`config.mk`:
```
export PLATFORM = sky130hd
export DESIGN_NAME = ex_mdu_seq
export DESIGN_NICKNAME = d
export VERILOG_FILES = /design/src/rtl/ex_mdu_seq.sv
export SDC_FILE = /design/constraint.sdc
export NUM_CORES = 1
export LEC_CHECK = 0
export ABC_CLOCK_PERIOD_IN_PS = 6050
export BUFFER_PORTS_ARGS = -buffer_cell sky130_fd_sc_hd__buf_4
export CORE_UTILIZATION = 58
export DETAILED_ROUTE_END_ITERATION = 6
export GPL_TIMING_DRIVEN = 0
export PLACE_DENSITY_LB_ADDON = 0.15
export SYNTH_ARGS = -nofsm -noshare
export SYNTH_HDL_FRONTEND = slang
export SYNTH_SLANG_ARGS = --single-unit
```
`constraint.sdc`:
```
create_clock -name clk -period 6.05 [get_ports clk]
set_input_delay 1.21 -clock clk [delete_from_list [all_inputs] [get_ports clk]]
set_output_delay 1.21 -clock clk [all_outputs]
set_load 0.01 [all_outputs]
```
`src/rtl/ex_mdu_seq.sv`:
```
// ex_mdu_seq: iterative EX-stage multiply/divide unit.
// One shift-add (MUL/MULHU) or restoring shift-subtract (DIVU/REMU)
// step per cycle; holds the pipeline via stall until done.
// Optional divider datapath: define MDU_DIV_EN.
// Ports: clk, reset (async, active-high), start, op[1:0], dataA,
//   dataB, flush -> stall (comb), done (1-cycle pulse), result (held).

`ifndef REG_WIDTH
`define REG_WIDTH 32
`endif

module ex_mdu_seq #(
  parameter int REG_WIDTH = `REG_WIDTH
) (
  input  logic                 clk,
  input  logic                 reset,
  input  logic                 start,
  input  logic [1:0]           op,
  input  logic [REG_WIDTH-1:0] dataA,
  input  logic [REG_WIDTH-1:0] dataB,
  input  logic                 flush,
  output logic                 stall,
  output logic                 done,
  output logic [REG_WIDTH-1:0] result
);

  localparam int W  = REG_WIDTH;
  localparam int CW = $clog2(REG_WIDTH) + 1;
  localparam logic [CW-1:0] LAST = CW'(REG_WIDTH - 1);

  typedef enum logic [1:0] {
    IDLE = 2'd0,
    BUSY = 2'd1,
    DONE = 2'd2
  } state_e;

  state_e        state_q, state_d;
  logic [CW-1:0] cnt_q, cnt_d;
  logic [1:0]    op_q, op_d;
  logic [W-1:0]  acc_q, acc_d;
  logic [W-1:0]  lo_q, lo_d;
  logic [W-1:0]  b_q, b_d;
  logic [W-1:0]  res_q, res_d;

  logic          accept;
  logic          skip;
  logic          last;
  logic [W-1:0]  skip_res;
  logic [W-1:0]  step_acc;
  logic [W-1:0]  step_lo;
  logic [W-1:0]  fin_res;
  logic [W:0]    mul_sum;

  // New ops are only taken outside BUSY; flush always wins.
  assign accept = (state_q != BUSY) && start && !flush;
  assign last   = (state_q == BUSY) && (cnt_q == LAST);

  // {acc,lo} is the running product (acc high, lo low/multiplier)
  // or {remainder,dividend->quotient} for divides.
  assign mul_sum = {1'b0, acc_q} + {1'b0, {W{lo_q[0]}} & b_q};

`ifdef MDU_DIV_EN
  logic [W:0]   div_rs;
  logic         div_ge;
  logic [W-1:0] div_diff;

  // Divide by zero resolves at accept without iterating.
  assign skip     = op[1] && (dataB == '0);
  assign skip_res = op[0] ? dataA : '1;

  // Remainder stays below the divisor, so W bits suffice after the
  // subtract; the truncated difference is exact whenever div_ge.
  assign div_rs   = {acc_q, lo_q[W-1]};
  assign div_ge   = div_rs >= {1'b0, b_q};
  assign div_diff = div_rs[W-1:0] - b_q;
`else
  // No divider: divide ops complete immediately with zero.
  assign skip     = op[1];
  assign skip_res = '0;
`endif

  always_comb begin
    step_acc = mul_sum[W:1];
    step_lo  = {mul_sum[0], lo_q[W-1:1]};
`ifdef MDU_DIV_EN
    if (op_q[1]) begin
      step_acc = div_ge ? div_diff : div_rs[W-1:0];
      step_lo  = {lo_q[W-2:0], div_ge};
    end
`endif
  end

  always_comb begin
    fin_res = '0;
    unique case (op_q)
      2'b00: fin_res = step_lo;
      2'b01: fin_res = step_acc;
`ifdef MDU_DIV_EN
      2'b10: fin_res = step_lo;
      2'b11: fin_res = step_acc;
`else
      2'b10: fin_res = '0;
      2'b11: fin_res = '0;
`endif
      default: fin_res = '0;
    endcase
  end

  // State register
  always_ff @(posedge clk or posedge reset) begin
    if (reset) begin
      state_q <= IDLE;
    end else begin
      state_q <= state_d;
    end
  end

  // Next-state logic
  always_comb begin
    state_d = state_q;
    if (flush) begin
      state_d = IDLE;
    end else begin
      unique case (state_q)
        IDLE, DONE: begin
          if (accept) state_d = skip ? DONE : BUSY;
          else        state_d = IDLE;
        end
        BUSY: begin
          if (last) state_d = DONE;
        end
        default: state_d = IDLE;
      endcase
    end
  end

  // Outputs; stall is held low while reset is asserted.
  always_comb begin
    stall  = !reset && ((state_q == BUSY) || accept);
    done   = (state_q == DONE);
    result = res_q;
  end

  // Datapath next-state
  always_comb begin
    cnt_d = cnt_q;
    op_d  = op_q;
    acc_d = acc_q;
    lo_d  = lo_q;
    b_d   = b_q;
    res_d = res_q;
    if (accept) begin
      op_d  = op;
      cnt_d = '0;
      acc_d = '0;
      lo_d  = dataA;
      b_d   = dataB;
      if (skip) res_d = skip_res;
    end else if ((state_q == BUSY) && !flush) begin
      cnt_d = cnt_q + CW'(1);
      acc_d = step_acc;
      lo_d  = step_lo;
      if (last) res_d = fin_res;
    end
  end

  always_ff @(posedge clk or posedge reset) begin
    if (reset) begin
      cnt_q <= '0;
      op_q  <= '0;
      acc_q <= '0;
      lo_q  <= '0;
      b_q   <= '0;
      res_q <= '0;
    end else begin
      cnt_q <= cnt_d;
      op_q  <= op_d;
      acc_q <= acc_d;
      lo_q  <= lo_d;
      b_q   <= b_d;
      res_q <= res_d;
    end
  end

endmodule

```
After elaboration in Yosys (flattened, before gate mapping)
Cells that the tools add are included.
Widths: inputs -> output; s select.

storage, ports and cells
  output and inout port bits = 34
  register bits = 138
  bits of input ports = 70
  logic and storage cells = 50

cells by class
  reduce and logical (&&, ||, !) cells = 15
  add/sub/neg operators = 2
  equality and inequality tests = 9
  mux-type cells = 16
  bitwise logic cells = 1

operators with widths
  operator             number
  $mux 32              8
  $pmux 32 s3          1
  $add 32x32->33       1
  $and 32x32->32       1
  $mux 6               2
  $mux 2               4
  $add 6x1->6 const B  1
  $eq 2x2->1 const B   3
  $eq 6x5->1 const B   1
  $logic_and 1x1->1    5
  $eq 2x1->1 const B   2
  $logic_not 2->1      2
  $pmux 2 s2           1
  $reduce_bool 2->1    2
  $reduce_or 2->1      2
  $ne 3x3->1 const B   1
  $reduce_and 3->1     1
  $logic_not 1->1      2
  $ne 2x1->1 const B   1
  $ne 2x2->1 const B   1
  $logic_or 1x1->1     1

Depth between registers and ports, before layout
Gate-level depths: netlist of run 1.

  depth after elaboration = 6
  gate-level depth with buffers = 13
  gate-level depth less buffers = 13

Worst setup path after synthesis of run 1
No wires, ideal clock.

  path type = input to output
  start = in flush
  end = out stall
  slack = 2876 ps
  path buffers = 1
  arrival = 1964 ps
  cell stages on the path = 3
  cell sequence = nand3b_1 > clkbuf_1 > a21oi_1

between the ends
  longest elaborated chain between the ends = 4

RTL lines
  item                RTL line  RTL
  start: declaration  21        input logic flush,
  $logic_not 1->1     55        assign accept = (state_q != BUSY) && start && !flush;
  $logic_and 1x1->1   55
  $logic_or 1x1->1    139       stall = !reset && ((state_q == BUSY) || accept);
  $logic_and 1x1->1   139
  end: declaration    22        output logic stall,

No other way between the ends.

Worst setup path in the final report of run 1
Ends and elaborated chain as after synthesis.

==> results of run 1 <==
-- layout make-up --
class	instances	area [µm²]	share of cell area
Inverter	14	57.56	0.006326
Timing Repair Buffer	104	800.8	0.08802
Sequential cell	138	3453	0.3796
Buffer	42	161.4	0.01774
Tap cell	172	215.2	0.02366
Clock inverter	13	165.2	0.01815
Clock buffer	19	452.9	0.04979
Multi-Input combinational cell	616	3791	0.4167
-- sequential cells by signal (all words and copies together) (netlist names) --
register and flops:
acc_q 32, result 32, state_q 2, op_q 2
lo_q 32, b_q 32, cnt_q 6
-- worst min path at each step --
stage / from / end
3_5_place_dp: b_q[15]$_DFFE_PP0P_ / b_q[15]$_DFFE_PP0P_
3_3_place_gp: b_q[20]$_DFFE_PP0P_ / b_q[20]$_DFFE_PP0P_
5_1_grt: b_q[24]$_DFFE_PP0P_ / b_q[24]$_DFFE_PP0P_
2_1_floorplan: b_q[0]$_DFFE_PP0P_ / b_q[0]$_DFFE_PP0P_
4_1_cts: b_q[15]$_DFFE_PP0P_ / b_q[15]$_DFFE_PP0P_
6_report: b_q[15]$_DFFE_PP0P_ / b_q[15]$_DFFE_PP0P_
-- worst reg2reg max path, cell delays in order, from the launching register on --
cell,delay [ns]
sky130_fd_sc_hd__dfrtp_1,0.49
sky130_fd_sc_hd__clkbuf_1,0.40
sky130_fd_sc_hd__nand2_1,0.18
sky130_fd_sc_hd__inv_1,0.08
sky130_fd_sc_hd__ha_1,0.23
sky130_fd_sc_hd__a211oi_1,0.28
sky130_fd_sc_hd__o21bai_1,0.21
sky130_fd_sc_hd__a211oi_4,0.40
sky130_fd_sc_hd__o22ai_2,0.16
sky130_fd_sc_hd__o31ai_2,0.42
sky130_fd_sc_hd__o21ai_1,0.15
sky130_fd_sc_hd__xnor2_1,0.30
sky130_fd_sc_hd__mux2i_1,0.13
sky130_fd_sc_hd__o21ai_1,0.15
-- power groups by stage --
stage	Combinational (W)	Sequential (W)	Clock (W)
floorplan	0.000400	0.00111	0
global placement	0.000556	0.00113	0
detailed placement	0.000581	0.00113	0
CTS	0.000588	0.00112	0.00110
global route	0.000653	0.00113	0.00114
finish	0.000595	0.00112	0.00109
-- synthesized netlist by cell type (7+ instances only) --
library cell and number:
sky130_fd_sc_hd__a21o_1 15, sky130_fd_sc_hd__a21oi_1 30, sky130_fd_sc_hd__a22o_1 22, sky130_fd_sc_hd__a22oi_1 32
sky130_fd_sc_hd__a32oi_1 7, sky130_fd_sc_hd__and2_1 32, sky130_fd_sc_hd__clkbuf_1 33, sky130_fd_sc_hd__dfrtp_1 138
sky130_fd_sc_hd__ha_1 33, sky130_fd_sc_hd__inv_1 14, sky130_fd_sc_hd__mux2i_1 20, sky130_fd_sc_hd__nand2_1 219
sky130_fd_sc_hd__nand3_1 7, sky130_fd_sc_hd__nor2_1 23, sky130_fd_sc_hd__o21ai_0 33, sky130_fd_sc_hd__o21ai_1 30
sky130_fd_sc_hd__xnor2_1 17, sky130_fd_sc_hd__xor2_1 15
-- stage by stage --
stage / instances / setup TNS [ns] / util / hold WS [ns] / total power (W)
2_1_floorplan: 810 / 0 / - / 0.4374 / 0.001505
3_3_place_gp: 1085 / -23.98 / 0.6721 / 0.4521 / 0.001683
3_5_place_dp: 1086 / 0 / 0.6747 / 0.4540 / 0.001713
4_1_cts: 1118 / 0 / 0.7238 / 0.4684 / 0.002803
5_1_grt: 1118 / 0 / 0.7238 / 0.4861 / 0.002924
6_report: 1118 / 0 / 0.7238 / 0.4628 / 0.002808
-- cell families after synthesis --
kind of cell             Yosys count
AND/OR/NAND/NOR                  321
AO/OA/AOI/OAI                    209
flip-flops                       138
buffers and inverters             56
adder cells (fa/ha/maj)           34
XOR/XNOR                          32
multiplexers                      20
-- per-layer routing --
layer / track usage / vias up
met5: 0 / -
met4: 0.1316 / 0
met3: 0.06695 / 51
met2: 0.5054 / 319
met1: 0.4330 / 3132
li1: - / 3069
==> results.md, run 1 <==
* 810 — instance count of the mapped netlist
* 0.4630 — sequential cell area fraction in the yosys report
* compound AO/OA/AOI/OAI gates — combinational family with the most area after synthesis
* 0.9599 — Routability Congestion
* 1437 µm — DR WL met3
* 0.46 ns — Worst path max stage delay
* 0.7031 ns — slew at the pin with the worst max-slew slack
* no — RSZ-0062 raised after global routing
* primary input — Startpoint Class
* 2 — maximum buffer depth of the clock tree
* 0 — Congestion Overflow GR
* 17 — Num CTS Buffers
* 14950 µm — half-perimeter wire length after placement
* 0.389 — clock network fraction of design power
* sky130_fd_sc_hd__nand2_1, sky130_fd_sc_hd__dfrtp_1, sky130_fd_sc_hd__buf_4 — top library cells by usage in the layout, fill and taps aside
* 84 — pin count of the biggest net entering global routing
* 0 — count of pins over their slew limit
* 0 — number of warnings printed during yosys synthesis
* 0 — Gates resized, CTS repair
* 18.15 µm — drt wl/cell
* in -> out — Worst Path Class, Setup
* 115.4 µm — Die Width
* 32000 µm — global-route wire length before repair
* 0.001932 W — design internal power
* sky130_fd_sc_hd__nand3b_1 — Crit-path slowest cell
* 13 — number of cells traversed by the worst register-to-register path
* 0.6186 — share of the cycle needed by the critical path after routing
* 0.1691 — layout cells sized above 1
* buffers and inverters — delay-heaviest family, CP
* 0.1953 — Synth Area in Compound Gates
* 8479 µm² — total cell area at the placement stage
* 7458 µm² — cell area after synthesis
* 2.53 ns — arrival time of data at the critical path endpoint
* 2 — Hold Path Depth
* 676 — initial DRC count
* 0 — total of max-cap violations
* met4 — top layer in use
* 5 — number of stages on the worst setup path
* 3.743 ns — minimum clock period after layout
* 1037 — Total Nets Final
* 0.2672 GHz — Achievable Freq
* 0 — Final setup violation count
* 138 — #FFs+latches synth
* 0 — remaining antenna violation count after routing
* primary output — Critical Path Sink Type
* 0.5934 — effective utilization at floorplan
* 0.3118 — Sw Ratio
* stall — worst setup path end
* 63 — number of library cell types mapped by synthesis
* 0.007421 ns — post-route clock skew
* 0.43 ns — clock latency reported for the late side of the worst-skew pair
* 6301 — vias in the first global route
* 0.06 ns — clock transition time at the flip-flop clock pins of the worst setup and hold paths
* sky130_fd_sc_hd__nand2_1 — most common library cell in the layout ignoring fill and taps
* buf_4 -> nand3b_1 -> clkbuf_1 -> a21oi_1 -> buf_4 — cell chain of the critical path
* sky130_fd_sc_hd__dfrtp_1, sky130_fd_sc_hd__nand2_1, sky130_fd_sc_hd__ha_1 — dominant cells by area after synthesis
* 3 — number of buffers and inverters on the critical path
* 0 — cts-stage hold buffer count
* 20290 µm — Detailed Route WL
* 0 — antenna violations before repair
* 13320 µm² — die outline area
* 0.5313 — worst max-slew margin expressed relative to the limit
* 0 — Final Hold Fails
* 0 — setup fix buffers added after clock tree synthesis
* sky130_fd_sc_hd__dfrtp_1 — largest area contributor in the synthesized netlist
* sky130_fd_sc_hd__clkbuf_16 — buffer cell driving the clock tree root
* flush — origin of the worst setup path
* 12570 µm² — Core Area
* 103 — PortBufs
* lo_q[0]$_DFFE_PP0P_ — startpoint of the worst-slack reg-to-reg timing path
* result[26]$_DFFE_PP0P_ — reg-to-reg endpoint
* 0.3210 — total global routing track utilization
* 10 — highest fanout seen on the critical path
* 0.0008757 W — Psw
* 2.307 ns — Worst Setup Slack, final
* completed — run status
* 0.1906 — simple-gate area share of the yosys netlist
* 0 — Post-synth EDFFs
* 0.399 — sequential cell fraction of total power
* 21.98% — area added between synthesis and finish
* yes — TritonCTS clock tree
* 0 — Ant. Diodes
* 138 — Sinks on Clock Net
* 6571 — number of vias in the routed layout
* sky130_fd_sc_hd__buf_4 — CP most frequent cell
* 9097 µm² — cell area after layout
* 104 — Top-Level Pins
* 0.05804 — Post-Synth Adder-Cell Area
* 41 — # rows
* 8989 µm — detailed-route wire length on metal 1
* 5.877 — detail-routed via count per cell
* 1.000 — Async SR Flop Fraction
* 914 — post-synthesis net count
* 4.84 ns — data required time of the worst path
* 979 — Fillers
* 5 — DR pass1 iterations
* 4 — htree depth
* 2.40 ns — R2R Setup Slk
* 0.212 — combinational fraction of design power
* 0.02684 — proportion of synthesized area in mux cells
* 2.323 ns — pre-CTS worst setup slack
* 9335 µm — met2 layer wire length in the routed design
* 9.208 µm² — Synth Area per Inst
* 0.03758 — fraction of synthesized cell area in xor and xnor cells
* 0.4630 — fraction of post-synthesis cell area in the top cell type by area
* 115.4 µm — Die Span Y
* 308.7 nW/µm² — areal power density over the cells
* 4.613 nW — Lkg Pwr
* 199.9 µV — VDD IR-drop max
* 0 — Residual DRC
* reg -> reg — class of the tightest hold or removal check
* sky130_fd_sc_hd__dfrtp_1 — most frequently used flop master after synthesis
Power figures use the tool's default switching activity.
==> run 2: changes to the inputs <==
--- a/config.mk
+++ b/config.mk
@@ -5,9 +5,9 @@
 export SDC_FILE = /design/constraint.sdc
 export NUM_CORES = 1
 export LEC_CHECK = 0
-export ABC_CLOCK_PERIOD_IN_PS = 6050
+export ABC_CLOCK_PERIOD_IN_PS = 3200
 export BUFFER_PORTS_ARGS = -buffer_cell sky130_fd_sc_hd__buf_4
-export CORE_UTILIZATION = 58
+export CORE_UTILIZATION = 52
 export DETAILED_ROUTE_END_ITERATION = 6
 export GPL_TIMING_DRIVEN = 0
 export PLACE_DENSITY_LB_ADDON = 0.15
==> constraint.sdc (replaced) <==
create_clock -name clk -period 3.2 [get_ports clk]
set_input_delay 0.64 -clock clk [delete_from_list [all_inputs] [get_ports clk]]
set_output_delay 0.64 -clock clk [all_outputs]
set_load 0.01 [all_outputs]
==> run 2 against run 1 <==
Clock power grew 91%. Register-to-register slack got worse by 2.3 ns. Wire length is 3.1% lower. Final cell count increased by 1.8%. Largest cell class unchanged. Worst setup slack worse by 2.3 ns. Hold slack worse by 0.077 ns. Combinational power rose by 95%. Via count down 2.0%. First-iteration DRC count decreased by 26%. Sequential share of layout area decreased by 1.2 points. Global-route usage decreased by 4.8 points. Flip-flop and latch count stayed put.
==> results.md, run 2 (same netlist as run 1, synthesis figures left out) <==
* completed — run status
* 4.703 nW — Lkg Pwr, +1.9%
* 0.009461 ns — post-route clock skew, +0.002040 ns
* 104 — Top-Level Pins, unchanged
* 570.1 nW/µm² — areal power density over the cells, +85%
* 17.28 µm — drt wl/cell, -4.8%
* 0.3858 ns — Hold Slack, -0.07702 ns
* 0.2088 — layout cells sized above 1, +0.03964
* 6437 — number of vias in the routed layout, -2.0%
* 0.8432 ns — slew at the pin with the worst max-slew slack, +0.1401 ns
* 0.9237 — Routability Congestion, -3.8%
* 0 — Congestion Overflow GR, unchanged
* 4 — htree depth, unchanged
* 5990 — vias in the first global route, -4.9%
* 10 — highest fanout seen on the critical path, unchanged
* 0.06 ns — clock transition time at the flip-flop clock pins of the worst setup and hold paths, about the same
* 3455 µm² — area occupied by registers, about the same
* 17 — Num CTS Buffers, unchanged
* 9392 µm² — cell area after layout, +3.2%
* 0 — remaining antenna violation count after routing, unchanged
* in -> async — class of the tightest hold or removal check
* 5.656 — detail-routed via count per cell, -3.8%
* 14340 µm — half-perimeter wire length after placement, -4.1%
* 0.9827 — share of the cycle needed by the critical path after routing
* 1146 — Fillers, +17%
* 19660 µm — Detailed Route WL, -3.1%
* 0 — Final Hold Fails, unchanged
* 0 — Ant. Diodes, unchanged
* 2 — maximum buffer depth of the clock tree, unchanged
* 0 — total of max-cap violations, unchanged
* 138 — Sinks on Clock Net, unchanged
* sky130_fd_sc_hd__nand2_1 — most common library cell in the layout ignoring fill and taps
* 8521 µm² — total cell area at the placement stage, +0.49%
* lo_q[0]$_DFFE_PP0P_ — startpoint of the worst-slack reg-to-reg timing path
* sky130_fd_sc_hd__clkbuf_16 — buffer cell driving the clock tree root
* 3951 µm² — area used by multi-input combinational logic, +4.2%
* 13930 µm² — Core Area, +11%
* reg -> reg — Worst Path Class, Setup
* 3.49 ns — arrival time of data at the critical path endpoint, +0.96 ns
* 0.05525 ns — Worst Setup Slack, final, -2.252 ns
* 14830 µm² — die outline area, +11%
* yes — RSZ-0062 raised after global routing
* 44 — pin count of the biggest net entering global routing, -48%
* 103 — PortBufs, unchanged
* result[28]$_DFFE_PP0P_ — reg-to-reg endpoint
* 0.005354 W — overall power after layout, +91%
* 121.8 µm — Die Span Y, +5.5%
* flop — Startpoint Class
* yes — TritonCTS clock tree
* 0.6740 — post-layout utilization of the core, -0.04987
* 25.92% — area added between synthesis and finish
* 0 — Residual DRC, unchanged
* 0.3180 GHz — Achievable Freq
* 0.5352 — effective utilization at floorplan, -0.05819
* 0.43 ns — clock latency reported for the late side of the worst-skew pair, about the same
* 1049 — Total Nets Final, +1.2%
* flop — Critical Path Sink Type
* 121.8 µm — Die Width, +5.5%
* sky130_fd_sc_hd__nand2_1, sky130_fd_sc_hd__dfrtp_1, sky130_fd_sc_hd__buf_4 — top library cells by usage in the layout, fill and taps aside
* 497 — initial DRC count, -26%
* 0 — count of pins over their slew limit, unchanged
* 5 — DR pass1 iterations, unchanged
* 0 — Final setup violation count, unchanged
* 0 — antenna violations before repair, unchanged
* 485.2 µV — VDD IR-drop max, +140%
* 0.4367 — worst max-slew margin expressed relative to the limit, -0.09459
* 12 — number of cells traversed by the worst register-to-register path, -1
* 3.145 ns — minimum clock period after layout
* 30610 µm — global-route wire length before repair, -4.4%
* 3.55 ns — data required time of the worst path, -1.29 ns
* 0.2726 — total global routing track utilization, -0.04836
* -0.2721 ns — pre-CTS worst setup slack, -2.595 ns
* 43 — # rows, +4.9%
* 0.06 ns — R2R Setup Slk, -2.34 ns
## run 2: cell types whose count changed in the layout (fill, tap and decap cells not counted), moves of 3 or more
cell	change
sky130_fd_sc_hd__buf_4	+11
sky130_fd_sc_hd__a21oi_1	-3
sky130_fd_sc_hd__inv_6	-3
sky130_fd_sc_hd__ha_2	+5
sky130_fd_sc_hd__a21oi_2	+3
sky130_fd_sc_hd__buf_12	+3
sky130_fd_sc_hd__ha_1	-7
## run 2: worst max-delay path, cell delays in order (launching register included)
cell                       delay (ns)
sky130_fd_sc_hd__dfrtp_2         0.46
sky130_fd_sc_hd__clkbuf_4        0.20
sky130_fd_sc_hd__and2_1          0.19
sky130_fd_sc_hd__ha_2            0.41
sky130_fd_sc_hd__and3_4          0.21
sky130_fd_sc_hd__nand2_1         0.06
sky130_fd_sc_hd__or3_1           0.40
sky130_fd_sc_hd__o22ai_4         0.18
sky130_fd_sc_hd__o211ai_1        0.15
sky130_fd_sc_hd__a31oi_1         0.26
sky130_fd_sc_hd__xor2_1          0.28
sky130_fd_sc_hd__mux2i_1         0.13
sky130_fd_sc_hd__o21ai_1         0.13
## run 2: worst max-delay path by stage
stage	startpoint	end	slack (ns)	depth (start not counted)
2_1_floorplan	lo_q[0]$_DFFE_PP0P_	acc_q[30]$_DFFE_PP0P_	0.47	11
3_3_place_gp	lo_q[0]$_DFFE_PP0P_	result[26]$_DFFE_PP0P_	-0.26	13
3_5_place_dp	lo_q[0]$_DFFE_PP0P_	result[26]$_DFFE_PP0P_	-0.27	13
4_1_cts	lo_q[0]$_DFFE_PP0P_	result[30]$_DFFE_PP0P_	0.002	13
5_1_grt	lo_q[0]$_DFFE_PP0P_	result[29]$_DFFE_PP0P_	-0.09	13
6_report	lo_q[0]$_DFFE_PP0P_	result[28]$_DFFE_PP0P_	0.06	12
## run 2: power breakdown
group / switching [W] / total (W) / internal (W)
Clock: 0.000771 / 0.00208 / 0.00131
Combinational: 0.000705 / 0.00116 / 0.000450
Sequential: 0.000154 / 0.00212 / 0.00196
Total: 0.00163 / 0.00535 / 0.00372
## run 2: repair_timing
| item | 4_1_cts | 5_1_grt |
|---|---|---|
| pin swaps | 0 | 18 |
| setup buffers | 0 | 10 |
| setup endpoints to repair | 16 | 21 |
| gates resized for setup | 7 | 37 |
| hold buffers | 0 | 0 |
## run 2: area by class of cell
cell class,instances,share of cell area
plain buffers,42,0.01839
well taps,180,0.02398
flip-flops and latches,138,0.3678
clock inverters,9,0.01439
inverters,14,0.005995
multi-input cells,616,0.4207
clock buffers,23,0.05196
repair buffers,116,0.09672
## run 2: stage by stage
step / TNS (ns) / instances
finish: 0 / 1138
global route: -0.1888 / 1138
CTS: 0 / 1128
detailed placement: -1.899 / 1096
global placement: -4.177 / 1093
floorplan: 0 / 810
## run 2: metal layers
metal	vias up	wire length, µm	share of wire	track usage
met5	-	0	0	0
met4	0	364	0.019	0.07948
met3	22	1398	0.071	0.06133
met2	244	8806	0.45	0.4188
met1	3083	9092	0.46	0.3849
li1	3088	-	-	-
